===== src/rtl/bcd_pkg.sv =====
// -----------------------------------------------------------------------------
// bcd_pkg
// Shared definitions for the sequential binary-to-BCD converter:
//   - state_e          : converter FSM state encoding
//   - DIGIT_ADJ_THRESH : digit value from which the add-3 correction applies
//   - ADJ              : the correction added to such a digit
//   - min_digits()     : decimal digits needed to show any width-bit unsigned
// -----------------------------------------------------------------------------
package bcd_pkg;

  typedef enum logic [1:0] {
    ST_IDLE  = 2'd0,
    ST_SHIFT = 2'd1,
    ST_DONE  = 2'd2
  } state_e;

  localparam logic [3:0] DIGIT_ADJ_THRESH = 4'd5;
  localparam logic [3:0] ADJ              = 4'd3;

  // Number of decimal digits of (2^width - 1); fewer digits than this means
  // the converter can overflow.
  function automatic int min_digits(input int width);
    longint unsigned max_val;
    longint unsigned pow10;
    int              d;
    max_val = (64'd1 << width) - 64'd1;
    pow10   = 64'd1;
    d       = 0;
    for (int i = 0; i < 11; i++) begin
      if (pow10 <= max_val) begin
        pow10 = pow10 * 64'd10;
        d     = d + 1;
      end
    end
    return d;
  endfunction

endpackage


===== src/rtl/bcd_digit_adj.sv =====
// -----------------------------------------------------------------------------
// bcd_digit_adj
// Combinational double-dabble cell: a digit of 5 or more gets +3 so that the
// following left shift carries into the next decimal digit.
// Ports:
//   digit_i [3:0] : BCD digit before the shift
//   digit_o [3:0] : corrected digit, ready to be shifted
// -----------------------------------------------------------------------------
module bcd_digit_adj
  import bcd_pkg::*;
(
  input  logic [3:0] digit_i,
  output logic [3:0] digit_o
);

  // Add-3 correction for digits at or above the threshold.
  always_comb begin
    if (digit_i >= DIGIT_ADJ_THRESH) begin
      digit_o = digit_i + ADJ;
    end else begin
      digit_o = digit_i;
    end
  end

endmodule


===== src/rtl/bcd_seq_converter.sv =====
// -----------------------------------------------------------------------------
// bcd_seq_converter
// Multi-cycle binary-to-BCD converter (shift-and-add-3), one input bit per
// clock, with optional sign-magnitude handling and overflow detection.
// Parameters:
//   BIN_W  : binary input width (2..32)
//   DIGITS : number of BCD digits produced (1..10)
// Ports:
//   clk       : system clock, rising edge
//   rst_n     : asynchronous active-low reset
//   start     : conversion request, accepted only when idle
//   signed_en : treat bin_in as two's complement (sampled with start)
//   bin_in    : binary value (sampled with start)
//   busy      : conversion in progress
//   done      : one-cycle pulse, results valid from this cycle on
//   bcd_out   : result digits, digit k in bits [4k+3:4k], k=0 is ones
//   negative  : result sign
//   overflow  : magnitude did not fit; bcd_out holds the low digits
// -----------------------------------------------------------------------------
module bcd_seq_converter
  import bcd_pkg::*;
#(
  parameter int BIN_W  = 16,
  parameter int DIGITS = 5
) (
  input  logic                clk,
  input  logic                rst_n,
  input  logic                start,
  input  logic                signed_en,
  input  logic [BIN_W-1:0]    bin_in,
  output logic                busy,
  output logic                done,
  output logic [4*DIGITS-1:0] bcd_out,
  output logic                negative,
  output logic                overflow
);

  localparam int                ACC_W        = 4 * DIGITS;
  localparam int                CNT_W        = $clog2(BIN_W);
  localparam logic [CNT_W-1:0]  CNT_LOAD     = CNT_W'(BIN_W - 1);
  localparam logic              OVF_POSSIBLE = (DIGITS < min_digits(BIN_W));

  if ((BIN_W < 2) || (BIN_W > 32)) begin : g_bad_bin_w
    $error("bcd_seq_converter: BIN_W must be within 2..32");
  end
  if ((DIGITS < 1) || (DIGITS > 10)) begin : g_bad_digits
    $error("bcd_seq_converter: DIGITS must be within 1..10");
  end

  state_e             state_q;
  logic [CNT_W-1:0]   cnt_q;
  logic [BIN_W-1:0]   mag_q;
  logic [ACC_W-1:0]   acc_q;
  logic               ovf_q;
  logic               neg_q;
  logic               busy_q;
  logic               done_q;
  logic [ACC_W-1:0]   bcd_q;
  logic               negative_q;
  logic               overflow_q;

  logic               neg_in_s;
  logic [BIN_W-1:0]   mag_in_s;
  logic [ACC_W-1:0]   adj_s;

  assign neg_in_s = signed_en & bin_in[BIN_W-1];

  // Magnitude of the incoming value; the most-negative input maps to
  // 2^(BIN_W-1), which still fits as an unsigned BIN_W-bit number.
  always_comb begin
    if (neg_in_s) begin
      mag_in_s = (~bin_in) + BIN_W'(1);
    end else begin
      mag_in_s = bin_in;
    end
  end

  for (genvar k = 0; k < DIGITS; k++) begin : g_adj
    bcd_digit_adj u_adj (
      .digit_i (acc_q[4*k +: 4]),
      .digit_o (adj_s[4*k +: 4])
    );
  end

  // Converter FSM: capture, shift-and-add-3 loop, result register.
  always_ff @(posedge clk or negedge rst_n) begin
    if (!rst_n) begin
      state_q    <= ST_IDLE;
      cnt_q      <= '0;
      mag_q      <= '0;
      acc_q      <= '0;
      ovf_q      <= 1'b0;
      neg_q      <= 1'b0;
      busy_q     <= 1'b0;
      done_q     <= 1'b0;
      bcd_q      <= '0;
      negative_q <= 1'b0;
      overflow_q <= 1'b0;
    end else begin
      done_q <= 1'b0;
      case (state_q)
        ST_IDLE: begin
          if (start) begin
            // The MSB enters the cleared accumulator right away (adjusting an
            // all-zero accumulator is a no-op), so SHIFT needs BIN_W-1 cycles
            // and the DONE cycle still falls within the busy window.
            state_q <= ST_SHIFT;
            busy_q  <= 1'b1;
            cnt_q   <= CNT_LOAD;
            acc_q   <= ACC_W'(mag_in_s[BIN_W-1]);
            mag_q   <= {mag_in_s[BIN_W-2:0], 1'b0};
            ovf_q   <= 1'b0;
            neg_q   <= neg_in_s;
          end else begin
            state_q <= ST_IDLE;
          end
        end
        ST_SHIFT: begin
          acc_q <= {adj_s[ACC_W-2:0], mag_q[BIN_W-1]};
          mag_q <= {mag_q[BIN_W-2:0], 1'b0};
          ovf_q <= ovf_q | (OVF_POSSIBLE & adj_s[ACC_W-1]);
          cnt_q <= cnt_q - CNT_W'(1);
          if (cnt_q == CNT_W'(1)) begin
            state_q <= ST_DONE;
          end else begin
            state_q <= ST_SHIFT;
          end
        end
        ST_DONE: begin
          bcd_q      <= acc_q;
          negative_q <= neg_q;
          overflow_q <= ovf_q;
          done_q     <= 1'b1;
          busy_q     <= 1'b0;
          state_q    <= ST_IDLE;
        end
        default: begin
          state_q <= ST_IDLE;
          busy_q  <= 1'b0;
        end
      endcase
    end
  end

  assign busy     = busy_q;
  assign done     = done_q;
  assign bcd_out  = bcd_q;
  assign negative = negative_q;
  assign overflow = overflow_q;

endmodule


===== config.mk =====
export PLATFORM = sky130hd
export DESIGN_NAME = bcd_seq_converter
export DESIGN_NICKNAME = d
export VERILOG_FILES = /design/src/rtl/bcd_pkg.sv /design/src/rtl/bcd_digit_adj.sv /design/src/rtl/bcd_seq_converter.sv
export SDC_FILE = /design/constraint.sdc
export NUM_CORES = 1
export LEC_CHECK = 0
export BUFFER_PORTS_ARGS = -buffer_cell sky130_fd_sc_hd__buf_2
export CAP_MARGIN = 25
export CORE_AREA = 2 2 74 90
export CTS_CLUSTER_SIZE = 14
export DETAILED_ROUTE_END_ITERATION = 10
export DIE_AREA = 0 0 76 92
export GPL_ROUTABILITY_DRIVEN = 0
export GPL_TIMING_DRIVEN = 0
export PLACE_DENSITY = 0.74
export REMOVE_ABC_BUFFERS = 1
export SYNTH_ARGS = -nofsm -noshare
export SYNTH_HDL_FRONTEND = slang
export SYNTH_SLANG_ARGS = --single-unit
export TNS_END_PERCENT = 50

===== constraint.sdc =====
create_clock -name clk -period 2.4 [get_ports clk]
set_clock_uncertainty 0.2 [all_clocks]
set_input_delay 0.24 -clock clk [delete_from_list [all_inputs] [get_ports clk]]
set_output_delay 0.24 -clock clk [all_outputs]
set_load 0.02 [all_outputs]

==> results.cfg, run 1 <==
[cells_and_area]
drive_gt1_share_pct = 23.6
areaGrowthSynthToFinish_pct = 16.8
nNetsFinal = 379
post-route-util_pct = 60.3
layout.cells.non_filler = 436
n_antenna_cell = 0

[logic_synthesis]
ys_warn_count = 0
yosys_register_bits = 65
syn-cell-area_mm2 = 0.00320
synthArstFlopShare_pct = 100
synth_cells = 303
yosysTopAreaCellShare_pct = 50.8
synth_area_leader_cell = dfrtp_1
avgSynthCellArea_um2 = 10.6
yosysUniqueCellTypes = 39
synthTopCellsByArea = dfrtp_1 51%, o21ai_0 5.9%, mux2_2 5.3%, ha_1 5.1%, xnor2_1 4.4%
synth_ff_type = dfrtp_1
synth_edf_count = 0
yosysSeqAreaShare_pct = 50.8

[clock_network]
htreeDepth = 3
clock-sinks = 65
clk_latency_ps = 340
cts_root_buffer = clkbuf_8
clk_pin_slew_ps = 70
tritoncts = built
cts_setup_buffers = 0
cts_buffers = 9
clk_path_buf_depth = 2

[critical_path]
worstSetupPathDepth = 6
slowest_stage = dlygate4sd3_1
path_cells = dlygate4sd3_1 -> buf_2 -> nor3_2 -> nand4_2 -> or4_1 -> a31oi_1
critPathMaxFanout = 7
critPathArrivalTime_ps = 2140
worst-path-buf-inv = 2
required_ps = 2450
cp_top_family = simple AND/OR/NAND/NOR gates
endpoint_kind = register
critPathKind = input port to register
ff2ff_path_depth = 4
max_stage_delay_ps = 530
start_kind = input port

[global_route]
grt_pass1_wl_um = 10400
grt_pass1_vias = 2309
grt-ovfl-total = 0
track_usage_pct = 18.6
grt_start_max_net_pins = 66
grt_antenna_before_repair = 0

[power_and_ir_drop]
max-vdd-ir-drop_uv = 406
p_leak_nw = 1.77
power_density_mw_per_mm2 = 1160

[sta]
hold_viol_final = 0
period_share_pct = 87.3
rsz0062_at_grt = no
tightest_slew_ps = 1010
setup-violations-final = 0
fin_crit_ps = 2090
maxSlewViolCount = 0
max_slew_margin_pct = 32.7
finalWorstSetupSlack_ps = 306
fmax_ghz = 0.478

[floorplanning]
start_util_pct = 51.6
std_cell_rows = 32
ios = 44
core_mm2 = 0.00621
dieArea_mm2 = 0.00699
chipWidth_um = 76
fp.dieH_um = 92

[place]
dp_hpwl_um = 3950
dp_slack_ps = 371
placed_cells = 415
io_buffer_count = 42

[route]
routedWlPerCell_um = 13.3
vias_per_cell = 5.44
route.final.wire_length_um = 5790
drt_iter0_drc = 137
vias = 2372
drc = 0
ant_nets = 0
drtPass1Iterations = 4

[min_path]
hold_path.class = input port to register
worstHoldPathCells = 3

[job]
max-cap-violations = 0

[status]
outcome = completed
per-layer routing:
metal	global-route usage, %	part of all wire (%)
met5	0	0
met4	8.03	1.4
met3	4.53	4.2
met2	32.0	50
met1	22.4	45
through the flow:
| stage | area [um^2] | hold slack, ps | TNS (ps) | total power (W) |
|---|---|---|---|---|
| after global routing | 3740 | 28.2 | 0 | 0.00473 |
| after floorplan | 3140 | -256 | 0 | 0.00295 |
| after detailed placement | 3480 | 186 | 0 | 0.00344 |
| after global placement | 3460 | 256 | -57.4 | 0.00334 |
| final | 3740 | 10.1 | 0 | 0.00435 |
| after CTS | 3710 | 1.12 | 0 | 0.00440 |
cell type report:
cell class	instances	area (um^2)
Multi-Input combinational cell	202	1450
Clock buffer	11	151
Tap cell	85	106
Timing Repair Buffer	48	280
Inverter	20	75.1
Fill cell	537	2460
Sequential cell	65	1630
Clock inverter	5	53.8
power by group:
| part | internal (W) | switching, W |
|---|---|---|
| combinational | 0.000715 | 0.000922 |
| sequential | 0.00151 | 0.000268 |
| clock | 0.000532 | 0.000404 |
worst paths after layout:
| check | startpoint | end | slack, ps |
|---|---|---|---|
| worst max-delay path | bin_in[0] | acc_q[0]$_DFFE_PN0P_ | 310 |
| worst min-delay path | start | busy$_DFFE_PN0P_ | 10 |
| worst max register to register | state_q[1]$_DFF_PN0_ | acc_q[0]$_DFFE_PN0P_ | 400 |
| min in group asynchronous | rst_n | done$_DFF_PN0_ | 330 |
| worst min register to register | bcd_out[9]$_DFFE_PN0P_ | bcd_out[9]$_DFFE_PN0P_ | 280 |
| max in group asynchronous | rst_n | mag_q[15]$_DFFE_PN0P_ | 1150 |
worst min-delay path, stage by stage:
cell	delay, ps
buf_2	120
a21oi_1	70
nor2_1	80
sequential cells by signal, indices dropped and copies added, names as in the netlist:
name      count
mag_q        15
neg_q         1
bcd_out      20
busy          1
cnt_q         4
state_q       2
done          1
acc_q        20
negative      1
layout by cell type, fill, tap and decap left out, types with 2 or more instances in the layout:
master         netlist  routed
nand2b_1             6       6
inv_1               20      20
clkbuf_8             0      11
o31ai_1              5       5
xnor2_1             16      16
o32ai_1              4       4
nand3_1              7       7
o21ai_0             38      38
nor3_1               4       4
nor2_1              10       9
nand2_1             15      15
mux2i_1              3       3
nor2b_1              2       2
a41oi_1              2       2
xor2_1               4       4
a31oi_1              7       7
buf_2                0      41
a211oi_1             2       2
dfrtp_1             65      65
a22oi_1             13      13
buf_4                1       2
mux2_2              15      15
dlygate4sd3_1        0       3
nor3b_1              2       2
buf_8                0       2
a32o_1               5       5
o22ai_1              5       5
clkinv_2             0       3
ha_1                13      13
a21oi_1             12      12
cells in the mapped netlist (3+ instances only):
cell type / n
o32ai_1: 4
inv_1: 20
a22oi_1: 13
xnor2_1: 16
o31ai_1: 5
nand2_1: 15
mux2_2: 15
a31oi_1: 7
clkbuf_1: 14
a21oi_1: 12
nor2_1: 10
nand2b_1: 6
ha_1: 13
nand3_1: 7
dfrtp_1: 65
xor2_1: 4
mux2i_1: 3
o22ai_1: 5
a32o_1: 5
o21ai_0: 38
nor3_1: 4
cells by family after synthesis:
kind of cell,share of synthesized area (%)
AOI/OAI and AO/OA,18.6
and+or+nand+nor,9.41
muxes,6.21
xor gates and xnor gates,5.47
adders and majority gates,5.08
other,0.117
DFF,50.8
buffers and inverters,4.33
timing repair:
item                                    4_1_cts  5_1_grt
hold endpoints to repair                     67        0
hold buffers                                  3        0
endpoints found under the setup margin        0        1
resized for setup                             0        1
(Power assumes the default switching activity.)
==> inputs of run 2 (changes only) <==
--- a/config.mk
+++ b/config.mk
@@ -7,12 +7,14 @@
 export LEC_CHECK = 0
 export BUFFER_PORTS_ARGS = -buffer_cell sky130_fd_sc_hd__buf_2
 export CAP_MARGIN = 25
-export CORE_AREA = 2 2 74 90
+export CORE_AREA = 5 5 77 93
+export CTS_CLUSTER_DIAMETER = 200
 export CTS_CLUSTER_SIZE = 14
 export DETAILED_ROUTE_END_ITERATION = 10
-export DIE_AREA = 0 0 76 92
+export DIE_AREA = 0 0 82 98
 export GPL_ROUTABILITY_DRIVEN = 0
 export GPL_TIMING_DRIVEN = 0
+export HOLD_SLACK_MARGIN = 0.03
 export PLACE_DENSITY = 0.74
 export REMOVE_ABC_BUFFERS = 1
 export SYNTH_ARGS = -nofsm -noshare
==> run 2 against run 1 <==
Sequential power about the same. First-iteration DRC count shrank 24%. Final area grew 1.5%. Global-route usage fell by 2.0 points. Die area grew 15%. Routed wire length is 5.0% higher. Via count increased by 2.8%. Clock-buffer cell count rose by 3. Register-to-register slack worse by 60 ps. Worst setup slack lost 110 ps. Largest cell class unchanged. Largest power group unchanged.
==> results.cfg, run 2 (same netlist as run 1, synthesis figures left out) <==
[status]
outcome = completed

[job]
max-cap-violations = 0

[critical_path]
cp_top_family = simple AND/OR/NAND/NOR gates
critPathMaxFanout = 14
worstSetupPathDepth = 6
path_cells = dlygate4sd3_1 -> buf_2 -> nor2_1 -> nor2_1 -> o31ai_1 -> a32o_1
endpoint_kind = register
start_kind = input port
ff2ff_path_depth = 3
max_stage_delay_ps = 790
critPathArrivalTime_ps = 2230
required_ps = 2430
critPathKind = input port to register
cp_common_cell = nor2_1
worst-path-buf-inv = 2
slowest_stage = nor2_1

[min_path]
hold_path.class = input port to register
worstHoldPathCells = 3

[global_route]
track_usage_pct = 16.6
grt_antenna_before_repair = 0
grt_pass1_vias = 2344
grt_pass1_wl_um = 10300
grt-ovfl-total = 0
grt_start_max_net_pins = 66

[cells_and_area]
drive_gt1_share_pct = 22.5
fin_area_mm2 = 0.00380
n_antenna_cell = 0
nNetsFinal = 383
final_cell_mix = 65 x dfrtp_1, 41 x buf_2, 38 x o21ai_0
final_common_cell = dfrtp_1
areaGrowthSynthToFinish_pct = 18.5
post-route-util_pct = 60.8

[route]
ant_nets = 0
vias_per_cell = 5.54
vias = 2438
drc = 0
drt_iter0_drc = 104
route.final.wire_length_um = 6090
drtPass1Iterations = 4
routedWlPerCell_um = 13.8

[clock_network]
clk_pin_slew_ps = 70
tritoncts = built
clk_path_buf_depth = 2
cts_setup_buffers = 0
clock-sinks = 65
clk_latency_ps = 340
cts_root_buffer = clkbuf_8
cts_buffers = 9
htreeDepth = 3

[sta]
setup-violations-final = 0
max_slew_margin_pct = 30.3
maxSlewViolCount = 0
period_share_pct = 91.9
rsz0062_at_grt = no
fin_crit_ps = 2200
fmax_ghz = 0.454
tightest_slew_ps = 1040
tns_ps = 0
hold_viol_final = 0

[power_and_ir_drop]
power_density_mw_per_mm2 = 1160
max-vdd-ir-drop_uv = 472
p_leak_nw = 1.80
fin_total_pwr_w = 0.00441

[floorplanning]
std_cell_rows = 32
core_mm2 = 0.00625
dieArea_mm2 = 0.00804
ios = 44
start_util_pct = 51.3
chipWidth_um = 82
fp.dieH_um = 98

[place]
postPlaceCellArea_mm2 = 0.00348
io_buffer_count = 42
dp_hpwl_um = 4050
==> run 2: power breakdown <==
group,switching (W),internal (W),leakage [nW]
Sequential,0.000268,0.00151,0.845
Clock,0.000392,0.000564,0.107
Combinational,0.000945,0.000737,0.846
==> run 2: tightest hold or removal path: cells and delay by family <==
kind                      cells  cell delay, ps
xor gates and xnor gates      1             110
buffers and inverters         1             120
AOI/OAI and AO/OA             1              60
==> run 2: layout make-up <==
cell class,instances,area [um^2]
fill,552,2450
sequential,65,1630
multi-input combinational,202,1440
timing repair buffer,52,340
clock buffer,14,173
tap,85,106
inverter,20,75.1
clock inverter,2,35.0
==> run 2: routing by layer <==
layer	routed length, um	track usage [%]	up-vias
met2	2970	26.7	54
met1	2670	20.2	1191
met4	115	7.67	0
li1	-	-	1184
met5	0	0	-
met3	326	4.89	9
==> run 2: per-stage QoR <==
| stage | setup slack, ps | hold slack, ps | instances |
|---|---|---|---|
| floorplan | 547 | -256 | 287 |
| global placement | 23.8 | 256 | 414 |
| detailed placement | 385 | 186 | 415 |
| CTS | 227 | 31.0 | 438 |
| global route | 97.8 | 49.9 | 440 |
| finish | 195 | 39.1 | 440 |
==> run 2: path summary, 6_finish.rpt <==
check                                            start                endpoint  slack (ps)
worst max-delay path                             start   acc_q[11]$_DFFE_PN0P_         200
worst min-delay path                        bin_in[10]   mag_q[11]$_DFFE_PN0P_          40
worst max register to register    state_q[1]$_DFF_PN0_   acc_q[11]$_DFFE_PN0P_         340
worst min register to register  bcd_out[9]$_DFFE_PN0P_  bcd_out[9]$_DFFE_PN0P_         270
max in group asynchronous                        rst_n  bcd_out[2]$_DFFE_PN0P_        1130
min in group asynchronous                        rst_n          done$_DFF_PN0_         340
==> run 2: repair_timing <==
action	in CTS	in global routing
hold buffers	7	0
gates resized for setup	0	0
endpoints found under the hold margin	72	0
==> inputs of run 3 (changes only) <==
--- a/config.mk
+++ b/config.mk
@@ -7,17 +7,18 @@
 export LEC_CHECK = 0
 export BUFFER_PORTS_ARGS = -buffer_cell sky130_fd_sc_hd__buf_2
 export CAP_MARGIN = 25
-export CORE_AREA = 5 5 77 93
+export CORE_AREA = 5 5 80 96
 export CTS_CLUSTER_DIAMETER = 200
 export CTS_CLUSTER_SIZE = 14
 export DETAILED_ROUTE_END_ITERATION = 10
-export DIE_AREA = 0 0 82 98
+export DIE_AREA = 0 0 85 101
 export GPL_ROUTABILITY_DRIVEN = 0
 export GPL_TIMING_DRIVEN = 0
 export HOLD_SLACK_MARGIN = 0.03
-export PLACE_DENSITY = 0.74
+export PLACE_DENSITY = 0.73
 export REMOVE_ABC_BUFFERS = 1
 export SYNTH_ARGS = -nofsm -noshare
 export SYNTH_HDL_FRONTEND = slang
+export SYNTH_HIERARCHICAL = 1
 export SYNTH_SLANG_ARGS = --single-unit
 export TNS_END_PERCENT = 50
==> run 3 against run 2 <==
Clock power decreased by 18%. Global-route usage decreased by 0.16 points. Sequential power increased by 7%. Die area increased by 6.8%. Final area increased by 5.4%. Highest routed layer unchanged.
==> results.cfg, run 3 <==
[status]
outcome = completed

[floorplanning]
chipWidth_um = 85
std_cell_rows = 33
ios = 44
start_util_pct = 51.3
fp.dieH_um = 101
core_mm2 = 0.00669
dieArea_mm2 = 0.00859

[power_and_ir_drop]
p_leak_nw = 2.04
max-vdd-ir-drop_uv = 451
power_density_mw_per_mm2 = 1160
fin_total_pwr_w = 0.00466

[logic_synthesis]
synth_cells = 347
ys_warn_count = 6
syn-cell-area_mm2 = 0.00343
avgSynthCellArea_um2 = 9.89

[critical_path]
max_stage_delay_ps = 640
critPathMaxFanout = 25
required_ps = 2410
critPathArrivalTime_ps = 2100
critPathKind = register to register
setup.worst_path.start = state_q[1]$_DFF_PN0_
rr_startpoint = state_q[1]$_DFF_PN0_
worst-path-buf-inv = 0
endpoint_kind = register
r2r-end = cnt_q[3]$_DFFE_PN0P_
ff2ff_path_depth = 4
slowest_stage = nand2b_1
path_cells = nand2b_1 -> nor4_1 -> xnor2_1 -> nand2_1
cp_top_family = simple AND/OR/NAND/NOR gates
rrSetupSlack_ps = 310
start_kind = register

[sta]
rsz0062_at_grt = no
tightest_slew_ps = 994
maxSlewViolCount = 0
fmax_ghz = 0.478
fin_crit_ps = 2090
period_share_pct = 87.2
tns_ps = 0
setup-violations-final = 0
hold_viol_final = 0
max_slew_margin_pct = 33.7

[clock_network]
clk_path_buf_depth = 2
cts_buffers = 9
tritoncts = built
cts.repair.resized = 0
clock-sinks = 65
clk_pin_slew_ps = 60
clk_latency_ps = 340
cts_root_buffer = clkbuf_8
htreeDepth = 3

[global_route]
grt-ovfl-total = 0
grt_start_max_net_pins = 41
grt_pass1_wl_um = 11300
grt_pass1_vias = 2595
track_usage_pct = 16.4
grt_antenna_before_repair = 0

[route]
drc = 0
route.final.wire_length_um = 6390
drt_iter0_drc = 137
routedWlPerCell_um = 13.0
vias_per_cell = 5.22
vias = 2565
ant_nets = 0
drtPass1Iterations = 4

[cells_and_area]
final_common_cell = dfrtp_1
areaGrowthSynthToFinish_pct = 16.5
n_antenna_cell = 0
nNetsFinal = 434
post-route-util_pct = 59.8
final_cell_mix = 65 x dfrtp_1, 63 x nand2_1, 42 x buf_2
drive_gt1_share_pct = 22.8
fin_area_mm2 = 0.00400

[job]
max-cap-violations = 0

[place]
postPlaceCellArea_mm2 = 0.00369
io_buffer_count = 42
dp_hpwl_um = 4320

[min_path]
holdCritStartpoint = bin_in[4]
worstHoldPathCells = 3
hold_end = mag_q[5]$_DFFE_PN0P_
hold_path.class = input port to register
run 3: timing repair:
item	CTS	global route
hold buffers	12	0
hold endpoints to repair	50	0
buffers inserted	0	0
run 3: routing by layer:
layer	global-route usage, %	part of all wire [%]	wire, um	up-vias
li1	-	-	-	1286
met1	18.3	42	2690	1225
met2	29.5	52	3300	45
met3	4.01	4.1	265	9
met4	7.31	2.1	133	0
met5	0	0	0	-
run 3: worst max path at each step:
stage / to / slack (ps) / cells after the start
detailed placement: cnt_q[3]$_DFFE_PN0P_ / 300 / 4
CTS: cnt_q[3]$_DFFE_PN0P_ / 290 / 4
floorplan: cnt_q[2]$_DFFE_PN0P_ / 570 / 4
global route: cnt_q[3]$_DFFE_PN0P_ / 140 / 4
global placement: cnt_q[2]$_DFFE_PN0P_ / 110 / 4
finish: cnt_q[3]$_DFFE_PN0P_ / 310 / 4
run 3: stage by stage:
step	setup slack, ps	hold slack [ps]	cells
after floorplan	570	-256	332
after global placement	111	259	461
after detailed placement	296	219	463
after CTS	292	31.0	489
after global routing	142	62.4	491
final	306	44.6	491
run 3: layout make-up:
type / instances / area (um^2)
fill: 579 / 2690
multi-input combinational: 249 / 1630
sequential: 65 / 1630
timing repair buffer: 58 / 405
clock buffer: 14 / 163
tap: 87 / 109
inverter: 18 / 67.6
run 3: where the power goes:
part / internal [W] / total (W) / switching [W]
clock: 0.000421 / 0.000787 / 0.000366
sequential: 0.00153 / 0.00189 / 0.000364
combinational: 0.000869 / 0.00198 / 0.00111
run 3: tightest hold or removal path, stage by stage:
cell,delay (ps)
buf_2,120
xnor2_1,110
o21ai_0,60
